`src/rtl/miriscv_mem_arbiter.sv`:
```
// Shares one memory port between instruction fetch and load/store, one transaction at a time.
// Define MIRISCV_ARB_RR_EN for round-robin arbitration; otherwise data always beats instruction.
module miriscv_mem_arbiter #(
    parameter int unsigned TIMEOUT_CYCLES = 255,
    parameter int unsigned XLEN           = 32
) (
    input  logic                clk_i,
    input  logic                rst_i,

    input  logic                instr_req_i,
    input  logic [XLEN-1:0]     instr_addr_i,
    output logic                instr_rvalid_o,
    output logic [XLEN-1:0]     instr_rdata_o,

    input  logic                data_req_i,
    input  logic                data_we_i,
    input  logic [XLEN/8-1:0]   data_be_i,
    input  logic [XLEN-1:0]     data_addr_i,
    input  logic [XLEN-1:0]     data_wdata_i,
    output logic                data_rvalid_o,
    output logic [XLEN-1:0]     data_rdata_o,

    output logic                mem_req_o,
    output logic                mem_we_o,
    output logic [XLEN/8-1:0]   mem_be_o,
    output logic [XLEN-1:0]     mem_addr_o,
    output logic [XLEN-1:0]     mem_wdata_o,
    input  logic                mem_gnt_i,
    input  logic                mem_rvalid_i,
    input  logic [XLEN-1:0]     mem_rdata_i,

    output logic                err_o
);

    localparam logic [15:0] LP_TIMEOUT = (TIMEOUT_CYCLES > 32'hFFFF) ? 16'hFFFF
                                                                     : 16'(TIMEOUT_CYCLES);
    localparam bit          LP_TO_EN   = (TIMEOUT_CYCLES != 0);

    typedef enum logic [1:0] {
        S_IDLE = 2'd0,
        S_REQ  = 2'd1,
        S_WAIT = 2'd2
    } state_t;

    state_t              r_state;
    logic                r_owner;      // 0 = instruction, 1 = data
    logic [15:0]         r_cnt;
    logic                r_mem_req;
    logic                r_mem_we;
    logic [XLEN/8-1:0]   r_mem_be;
    logic [XLEN-1:0]     r_mem_addr;
    logic [XLEN-1:0]     r_mem_wdata;

    logic                w_any_req;
    logic                w_pick_data;
    logic                w_in_wait;
    logic                w_expire;
    logic                w_resp;

    assign w_any_req = instr_req_i | data_req_i;

`ifdef MIRISCV_ARB_RR_EN
    logic r_last_data;

    // On a tie the requester that was not served last gets the port.
    assign w_pick_data = data_req_i & (~instr_req_i | ~r_last_data);

    always_ff @(posedge clk_i) begin
        if (rst_i) begin
            r_last_data <= 1'b0;
        end else if (r_state == S_IDLE && w_any_req) begin
            r_last_data <= w_pick_data;
        end
    end
`else
    assign w_pick_data = data_req_i;
`endif

    // Responses are routed combinationally; a reset cycle swallows any in-flight response.
    assign w_in_wait = (r_state == S_WAIT) && !rst_i;
    assign w_expire  = w_in_wait && LP_TO_EN && (r_cnt == LP_TIMEOUT) && !mem_rvalid_i;
    assign w_resp    = w_in_wait && (mem_rvalid_i || w_expire);

    assign instr_rvalid_o = w_resp & ~r_owner;
    assign data_rvalid_o  = w_resp &  r_owner;
    assign instr_rdata_o  = (instr_rvalid_o && mem_rvalid_i) ? mem_rdata_i : '0;
    assign data_rdata_o   = (data_rvalid_o  && mem_rvalid_i) ? mem_rdata_i : '0;
    assign err_o          = w_expire;

    assign mem_req_o   = r_mem_req;
    assign mem_we_o    = r_mem_we;
    assign mem_be_o    = r_mem_be;
    assign mem_addr_o  = r_mem_addr;
    assign mem_wdata_o = r_mem_wdata;

    always_ff @(posedge clk_i) begin
        if (rst_i) begin
            r_state     <= S_IDLE;
            r_owner     <= 1'b0;
            r_cnt       <= '0;
            r_mem_req   <= 1'b0;
            r_mem_we    <= 1'b0;
            r_mem_be    <= '0;
            r_mem_addr  <= '0;
            r_mem_wdata <= '0;
        end else begin
            case (r_state)
                S_IDLE: begin
                    if (w_any_req) begin
                        r_owner   <= w_pick_data;
                        r_mem_req <= 1'b1;
                        r_state   <= S_REQ;
                        if (w_pick_data) begin
                            r_mem_we    <= data_we_i;
                            r_mem_be    <= data_be_i;
                            r_mem_addr  <= data_addr_i;
                            r_mem_wdata <= data_wdata_i;
                        end else begin
                            r_mem_we    <= 1'b0;
                            r_mem_be    <= '1;
                            r_mem_addr  <= instr_addr_i;
                            r_mem_wdata <= '0;
                        end
                    end
                end
                S_REQ: begin
                    // An rvalid alongside the grant is not a response to this request.
                    if (mem_gnt_i) begin
                        r_mem_req <= 1'b0;
                        r_cnt     <= '0;
                        r_state   <= S_WAIT;
                    end
                end
                S_WAIT: begin
                    if (w_resp) begin
                        r_state <= S_IDLE;
                    end else if (r_cnt != 16'hFFFF) begin
                        r_cnt <= r_cnt + 16'd1;
                    end
                end
                default: begin
                    r_state <= S_IDLE;
                end
            endcase
        end
    end

endmodule

```
`config.mk`:
```
export PLATFORM = sky130hd
export DESIGN_NAME = miriscv_mem_arbiter
export DESIGN_NICKNAME = d
export VERILOG_FILES = /design/src/rtl/miriscv_mem_arbiter.sv
export SDC_FILE = /design/constraint.sdc
export NUM_CORES = 1
export LEC_CHECK = 0
export ABC_AREA = 1
export CELL_PAD_IN_SITES_DETAIL_PLACEMENT = 1
export CELL_PAD_IN_SITES_GLOBAL_PLACEMENT = 1
export CORE_MARGIN = 2
export CORE_UTILIZATION = 30
export CTS_CLUSTER_DIAMETER = 200
export DETAILED_ROUTE_END_ITERATION = 10
export DONT_BUFFER_PORTS = 1
export PLACE_DENSITY_LB_ADDON = 0.1
export SETUP_SLACK_MARGIN = 0.02
export SLEW_MARGIN = 30
export SYNTH_ARGS = -nofsm -noshare
export SYNTH_HDL_FRONTEND = slang
export SYNTH_SLANG_ARGS = --single-unit
```
`constraint.sdc`:
```
create_clock -name clk_i -period 2.3 [get_ports clk_i]
set_clock_uncertainty 0.15 [all_clocks]
set_input_delay 0.46 -clock clk_i [delete_from_list [all_inputs] [get_ports clk_i]]
set_output_delay 0.46 -clock clk_i [all_outputs]
set_load 0.03 [all_outputs]
```
==> flow_metrics.tcl, run 1 <==
set metrics [dict create \
    outcome "finished, violations left" \
    violations "negative setup slack" \
    num_io_pins 276 \
    syn_area_per_cell_sq_um 6.678 \
    port_buffers 0 \
    drtIter0Drc 175 \
    min-delay-start "rst_i" \
    detail_route.wirelength_mm 17.39 \
    vias 4647 \
    hold_path_class "in2reg" \
    die_w_um 124.8 \
    drive_gt1_frac 0.3060 \
    cts_hold_buf 0 \
    period_share 1.166 \
    yosys-top-cells-area "dfxtp_1 (41%), nand2_1 (16%), nor2_1 (9.4%)" \
    ys_seq_area_frac 0.4073 \
    arrival_ps 2070 \
    synth_cells 655 \
    slew_headroom 0.6660 \
    max_stage_delay_ps 370 \
    place_congestion 0.8372 \
    crit_chain "ha_4 > nand2_4 > nor2_4 > nand2_2 > clkinv_2 > nand3_4 > nand2_4 > inv_4 > nor2_4 > nand2_8 > buf_12 > nor2_4 > buf_6" \
    p_per_area_nw_per_um2 647.8 \
    cp-start-kind "flip-flop" \
    drc 0 \
    cts_sinks 89 \
    critPathBufInv 4 \
    fp.coreArea_sq_um 14370 \
    cp.required_ps 1690 \
    drv_slew 0 \
    ys_types 31 \
    die_h_um 124.8 \
    start_util 0.3044 \
    fin_nets 880 \
    whs_path_depth 1 \
    routed_via_density 5.002 \
    clkTransAtPathRegs_ps 70 \
    clockRootBuffer "clkbuf_16" \
    period_minus_slack_ps 2683 \
    dp_worst_setup_slack_ps -78.73 \
    critical_path_class "reg2out" \
    r2r_end "r_cnt[15]" \
    first_pass_iters 4 \
    p_leak_nw 2.589 \
    dpl.hpwl_mm 12.17 \
    crit_path_max_fanout 5 \
    grt_overflow_total 0 \
    stdcell_count 929 \
    syn_area_sq_um 4374 \
    cp_common_cell "nor2_4" \
    final_util 0.4498 \
    r2r_start "r_cnt[0]" \
    area_growth_pct 47.77 \
    ir_drop_uv 388.1 \
    cts_tree "built" \
    antenna_cells 0 \
    wl_per_cell_um 18.72 \
    numCtsBuffers 9 \
    power_mw 4.187 \
    yosysWarnings 0 \
    placed_cells 903 \
    slowest_stage "dfxtp_2" \
    reg2reg_slack_ps 340 \
    whs_ps 34.47 \
    die-area_sq_um 15560 \
    critPathCaptureType "primary output" \
    grt_pass1_wl_mm 27.12 \
    synth.most_common_cell "nand2_1" \
    worst_skew_pair.late_latency_ps 350 \
    tightest_slew_ps 499.1 \
    yosys_most_used_dff "dfxtp_1" \
    syn-num-nets 795 \
    h-tree-depth 3 \
    antenna_found_initial 0 \
    finalWorstSetupSlack_ps -382.6 \
    synth_seq_cells 89 \
    drv_cap 0 \
    grt_use_total 0.2154 \
    hold-path-endpoint "r_cnt[9]" \
    rsz0062_at_grt "true" \
    async_reset_ff_frac 0 \
    hold_violations 0 \
    grt_pass1_vias 4958 \
    synthTopCellsByCount "nand2_1 (184), nor2_1 (110), dfxtp_1 (89)" \
    r2r_cells 14 \
    clk_path_buf_depth 2 \
    synth_edf_count 0 \
    max_freq_mhz 372.8 \
    critPathTopFamily "simple AND/OR/NAND/NOR gates" \
    ant_nets 0 \
    finalSetupViolations 66 \
    synth_top_cell_area_share 0.4073 \
    grt_max_degree 69 \
    yosysTopAreaCell "dfxtp_1" \
    core.rowCount 44 \
]
-- stage by stage --
| step | instance area [sq um] | TNS (ps) |
|---|---|---|
| finish | 6464 | -21630 |
| global route | 6464 | -28660 |
| CTS | 6381 | -20770 |
| detailed placement | 5718 | -1987 |
| global placement | 5718 | 0 |
| floorplan | 4855 | -6102 |
-- cells in the final DEF, fill, tap and decap left out, types with 2 or more instances in the layout --
cell / Yosys / final
dfxtp_1: 89 / 87
o21ai_2: 2 / 2
o221a_2: 4 / 4
dfxtp_2: 0 / 2
nand4_1: 5 / 5
xor2_1: 2 / 2
clkinv_2: 1 / 2
a21oi_1: 49 / 49
nor2_1: 110 / 44
inv_1: 50 / 50
nor2_2: 2 / 3
buf_12: 0 / 6
nand2_2: 4 / 3
buf_4: 0 / 34
nor3_1: 2 / 2
a31oi_1: 32 / 32
inv_2: 3 / 3
buf_16: 0 / 2
o21ai_1: 7 / 7
nand2_1: 184 / 184
or2_2: 3 / 3
o21ai_0: 27 / 27
nand3_1: 25 / 25
clkbuf_16: 0 / 11
nand2_4: 4 / 4
buf_6: 7 / 69
clkinv_4: 0 / 2
nor2_4: 5 / 70
-- power breakdown --
part | leakage (nW) | total (mW) | internal (mW) | switching [mW]
logic | 1.72 | 0.661 | 0.228 | 0.433
registers | 0.733 | 2.08 | 1.70 | 0.380
clock network | 0.141 | 1.45 | 0.755 | 0.693
total | 2.59 | 4.19 | 2.68 | 1.51
-- flip-flops by register name, summed over array words and instances (netlist names) --
| signal | cells |
|---|---|
| mem_req_o | 1 |
| mem_addr_o | 32 |
| mem_be_o | 4 |
| r_cnt | 16 |
| mem_we_o | 1 |
| mem_wdata_o | 32 |
| r_state | 2 |
| r_owner | 1 |
-- per-layer routing --
| layer | wire length (um) | global-route usage | vias up | share of wire |
|---|---|---|---|---|
| li1 | - | - | 2267 | - |
| met4 | 444 | 0.06808 | 0 | 0.026 |
| met5 | 0 | 0 | - | 0 |
| met1 | 6682 | 0.2369 | 2187 | 0.38 |
| met2 | 9096 | 0.3889 | 163 | 0.52 |
| met3 | 1168 | 0.07259 | 30 | 0.067 |
-- how the worst max path moves through the flow --
stage	startpoint	end	slack [ps]	cells past startpoint
after global routing	r_cnt[0]	data_rdata_o[0]	-490	13
after detailed placement	r_cnt[1]	data_rdata_o[21]	-80	13
after floorplan	r_cnt[1]	data_rdata_o[11]	-110	12
after CTS	r_cnt[0]	data_rdata_o[5]	-370	13
final	r_cnt[0]	data_rdata_o[0]	-380	13
after global placement	r_cnt[1]	data_rdata_o[25]	9	13
-- layout make-up --
class	instances	area, sq um
clock buffer	9	225.2
timing repair buffer	113	1257
clock inverter	7	66.31
tap	184	230.2
fill	1725	7905
sequential	89	1784
inverter	56	214.0
multi-input combinational	471	2686
-- what timing repair did --
action | CTS | global route
resized for setup | 77 | 3
setup buffers | 4 | 2
setup endpoints to repair | 67 | 67
cloned | 2 | 2
pin swaps | 1 | 1
-- worst register-to-register path: stages, from the launching register on --
cell	delay [ps]
dfxtp_2	340
ha_4	170
nand2_4	80
nor2_4	40
nand2_2	70
clkinv_2	70
nand3_4	70
nand2_4	60
buf_4	130
buf_4	130
nor2_4	120
nand2_4	160
inv_1	160
nor2_1	60
nor2_1	90
-- cells by family (layout without fill, tap and decap cells) --
group           count (synthesis)  in the layout  synth area share
compound gates                122            122            0.1568
xor+xnor                        3              3          0.006008
fa+ha+maj                       1              1          0.002860
buf+inv                        95            185           0.09668
flops                          89             89            0.4073
simple gates                  345            345            0.3304
Power figures use the tool's default switching activity.
==> run 2: changes to the inputs <==
==> constraint.sdc (replaced) <==
create_clock -name clk_i -period 3.12 [get_ports clk_i]
set_clock_uncertainty 0.15 [all_clocks]
set_input_delay 0.624 -clock clk_i [delete_from_list [all_inputs] [get_ports clk_i]]
set_output_delay 0.624 -clock clk_i [all_outputs]
set_load 0.03 [all_outputs]
==> flow_metrics.tcl, run 2 (synthesis gave the netlist of run 1 again) <==
set metrics [dict create \
    outcome "completed" \
    grt_pass1_vias 4380 \
    fin_tns_setup_ps 0 \
    fin_nets 845 \
    antenna_cells 0 \
    dpl.hpwl_mm 10.90 \
    p_per_area_nw_per_um2 570.5 \
    met2_usage 0.3176 \
    crit_start "r_cnt[0]" \
    period_minus_slack_ps 2942 \
    cts_tree "built" \
    final_util 0.3709 \
    tightest_slew_ps 758.3 \
    die_h_um 124.8 \
    clkTransAtPathRegs_ps 60 \
    layout_common_cells "nand2_1 (184), nor2_1 (108), dfxtp_1 (87)" \
    grt_use_met3 0.06014 \
    fp.coreArea_sq_um 14370 \
    detail_route.wirelength_mm 14.62 \
    r2r_cells 12 \
    core.rowCount 44 \
    routed_via_density 4.933 \
    area_growth_pct 21.82 \
    whs_path_depth 1 \
    grt_overflow_total 0 \
    met1_usage 0.1976 \
    cp-start-kind "flip-flop" \
    ir_drop_uv 247.0 \
    arrival_ps 2170 \
    slew_headroom 0.4944 \
    crit_path_max_fanout 16 \
    grt_use_total 0.1762 \
    min-delay-start "rst_i" \
    vias 4410 \
    layout_commonest_cell "nand2_1" \
    p_leak_nw 2.291 \
    grt_max_degree 69 \
    drc 0 \
    place_congestion 0.8195 \
    r2r_start "r_cnt[0]" \
    port_buffers 0 \
    finalSetupViolations 0 \
    critical_path_class "reg2out" \
    first_pass_iters 4 \
    drv_cap 0 \
    num_io_pins 276 \
    antenna_found_initial 0 \
    h-tree-depth 3 \
    ant_nets 0 \
    die_w_um 124.8 \
    drtIter0Drc 114 \
    wl_per_cell_um 16.35 \
    period_share 0.9428 \
    grt_pass1_wl_mm 22.62 \
    cts_sinks 89 \
    die-area_sq_um 15560 \
    max_freq_mhz 340.0 \
    worst_skew_pair.late_latency_ps 330 \
    hold_violations 0 \
    critPathCaptureType "primary output" \
    clockRootBuffer "clkbuf_16" \
    clk_path_buf_depth 2 \
    cp.required_ps 2350 \
    drv_slew 0 \
    numCtsBuffers 9 \
    drive_gt1_frac 0.1789 \
    hold_path_class "in2reg" \
    rsz0062_at_grt "false" \
    busiest_layer "met2" \
    start_util 0.3044 \
]
run 2: cell types whose count changed in the layout (fill, tap and decap cells not counted), sizes merged:
cell,previous run,this run
bufinv,0,1
clkinv,6,5
clkbuf,11,12
clkinvlp,1,0
inv,56,54
nand2,192,194
buf,111,76
run 2: report_power, final:
part           switching (mW)  leakage, nW  internal, mW
sequential              0.285        0.733          1.25
clock                   0.445        0.153         0.665
combinational           0.265         1.40         0.127
total                   0.995         2.29          2.04
run 2: repair_timing:
action / 4_1_cts / 5_1_grt
buffers inserted: 0 / 4
hold buffers: 0 / 0
endpoints found under the setup margin: 0 / 64
resized for setup: 0 / 6
run 2: worst paths after layout:
kind	slack [ps]	endpoint
worst max-delay path	180	data_rdata_o[21]
worst min-delay path	210	r_cnt[11]
worst max register to register	970	r_cnt[0]
worst min register to register	360	r_cnt[13]
run 2: worst max-delay path, stage by stage, from the launching register on:
cell      delay [ps]
dfxtp_2          370
ha_1             180
nand2_2           90
nor2_4           140
nand2_2          100
clkinv_2          70
nand3_4           70
nand2_4          100
inv_4             50
nor2_4           100
buf_4            150
nand2_8          100
nor2_1           130
buf_4            180
run 2: stage by stage:
step / hold WS, ps / std cells / total power, mW / setup slack, ps / instance area (sq um)
2_1_floorplan: 318.3 / 655 / 1.860 / 368.3 / 4374
3_3_place_gp: 346.1 / 872 / 1.948 / 492.8 / 4938
4_1_cts: 198.9 / 888 / 3.083 / 36.34 / 5244
6_report: 207.0 / 894 / 3.040 / 178.4 / 5329
3_5_place_dp: 353.9 / 872 / 1.961 / 399.9 / 4938
5_1_grt: 197.4 / 894 / 3.189 / 16.61 / 5329
run 2: area by class of cell:
type                    instances  area [sq um]
clock inverters                 4         48.80
well taps                     184         230.2
inverters                      56         215.2
fillers                      1831          9040
multi-input cells             473          2223
repair buffers                 76         570.5
flip-flops and latches         89          1784
clock buffers                  12         256.5
run 2: per-layer routing:
| metal | wire, um | share of wire | up-vias |
|---|---|---|---|
| li1 | - | - | 2195 |
| met1 | 5949 | 0.41 | 2034 |
| met2 | 7374 | 0.50 | 168 |
| met3 | 1130 | 0.077 | 13 |
| met4 | 163 | 0.011 | 0 |
| met5 | 0 | 0 | - |
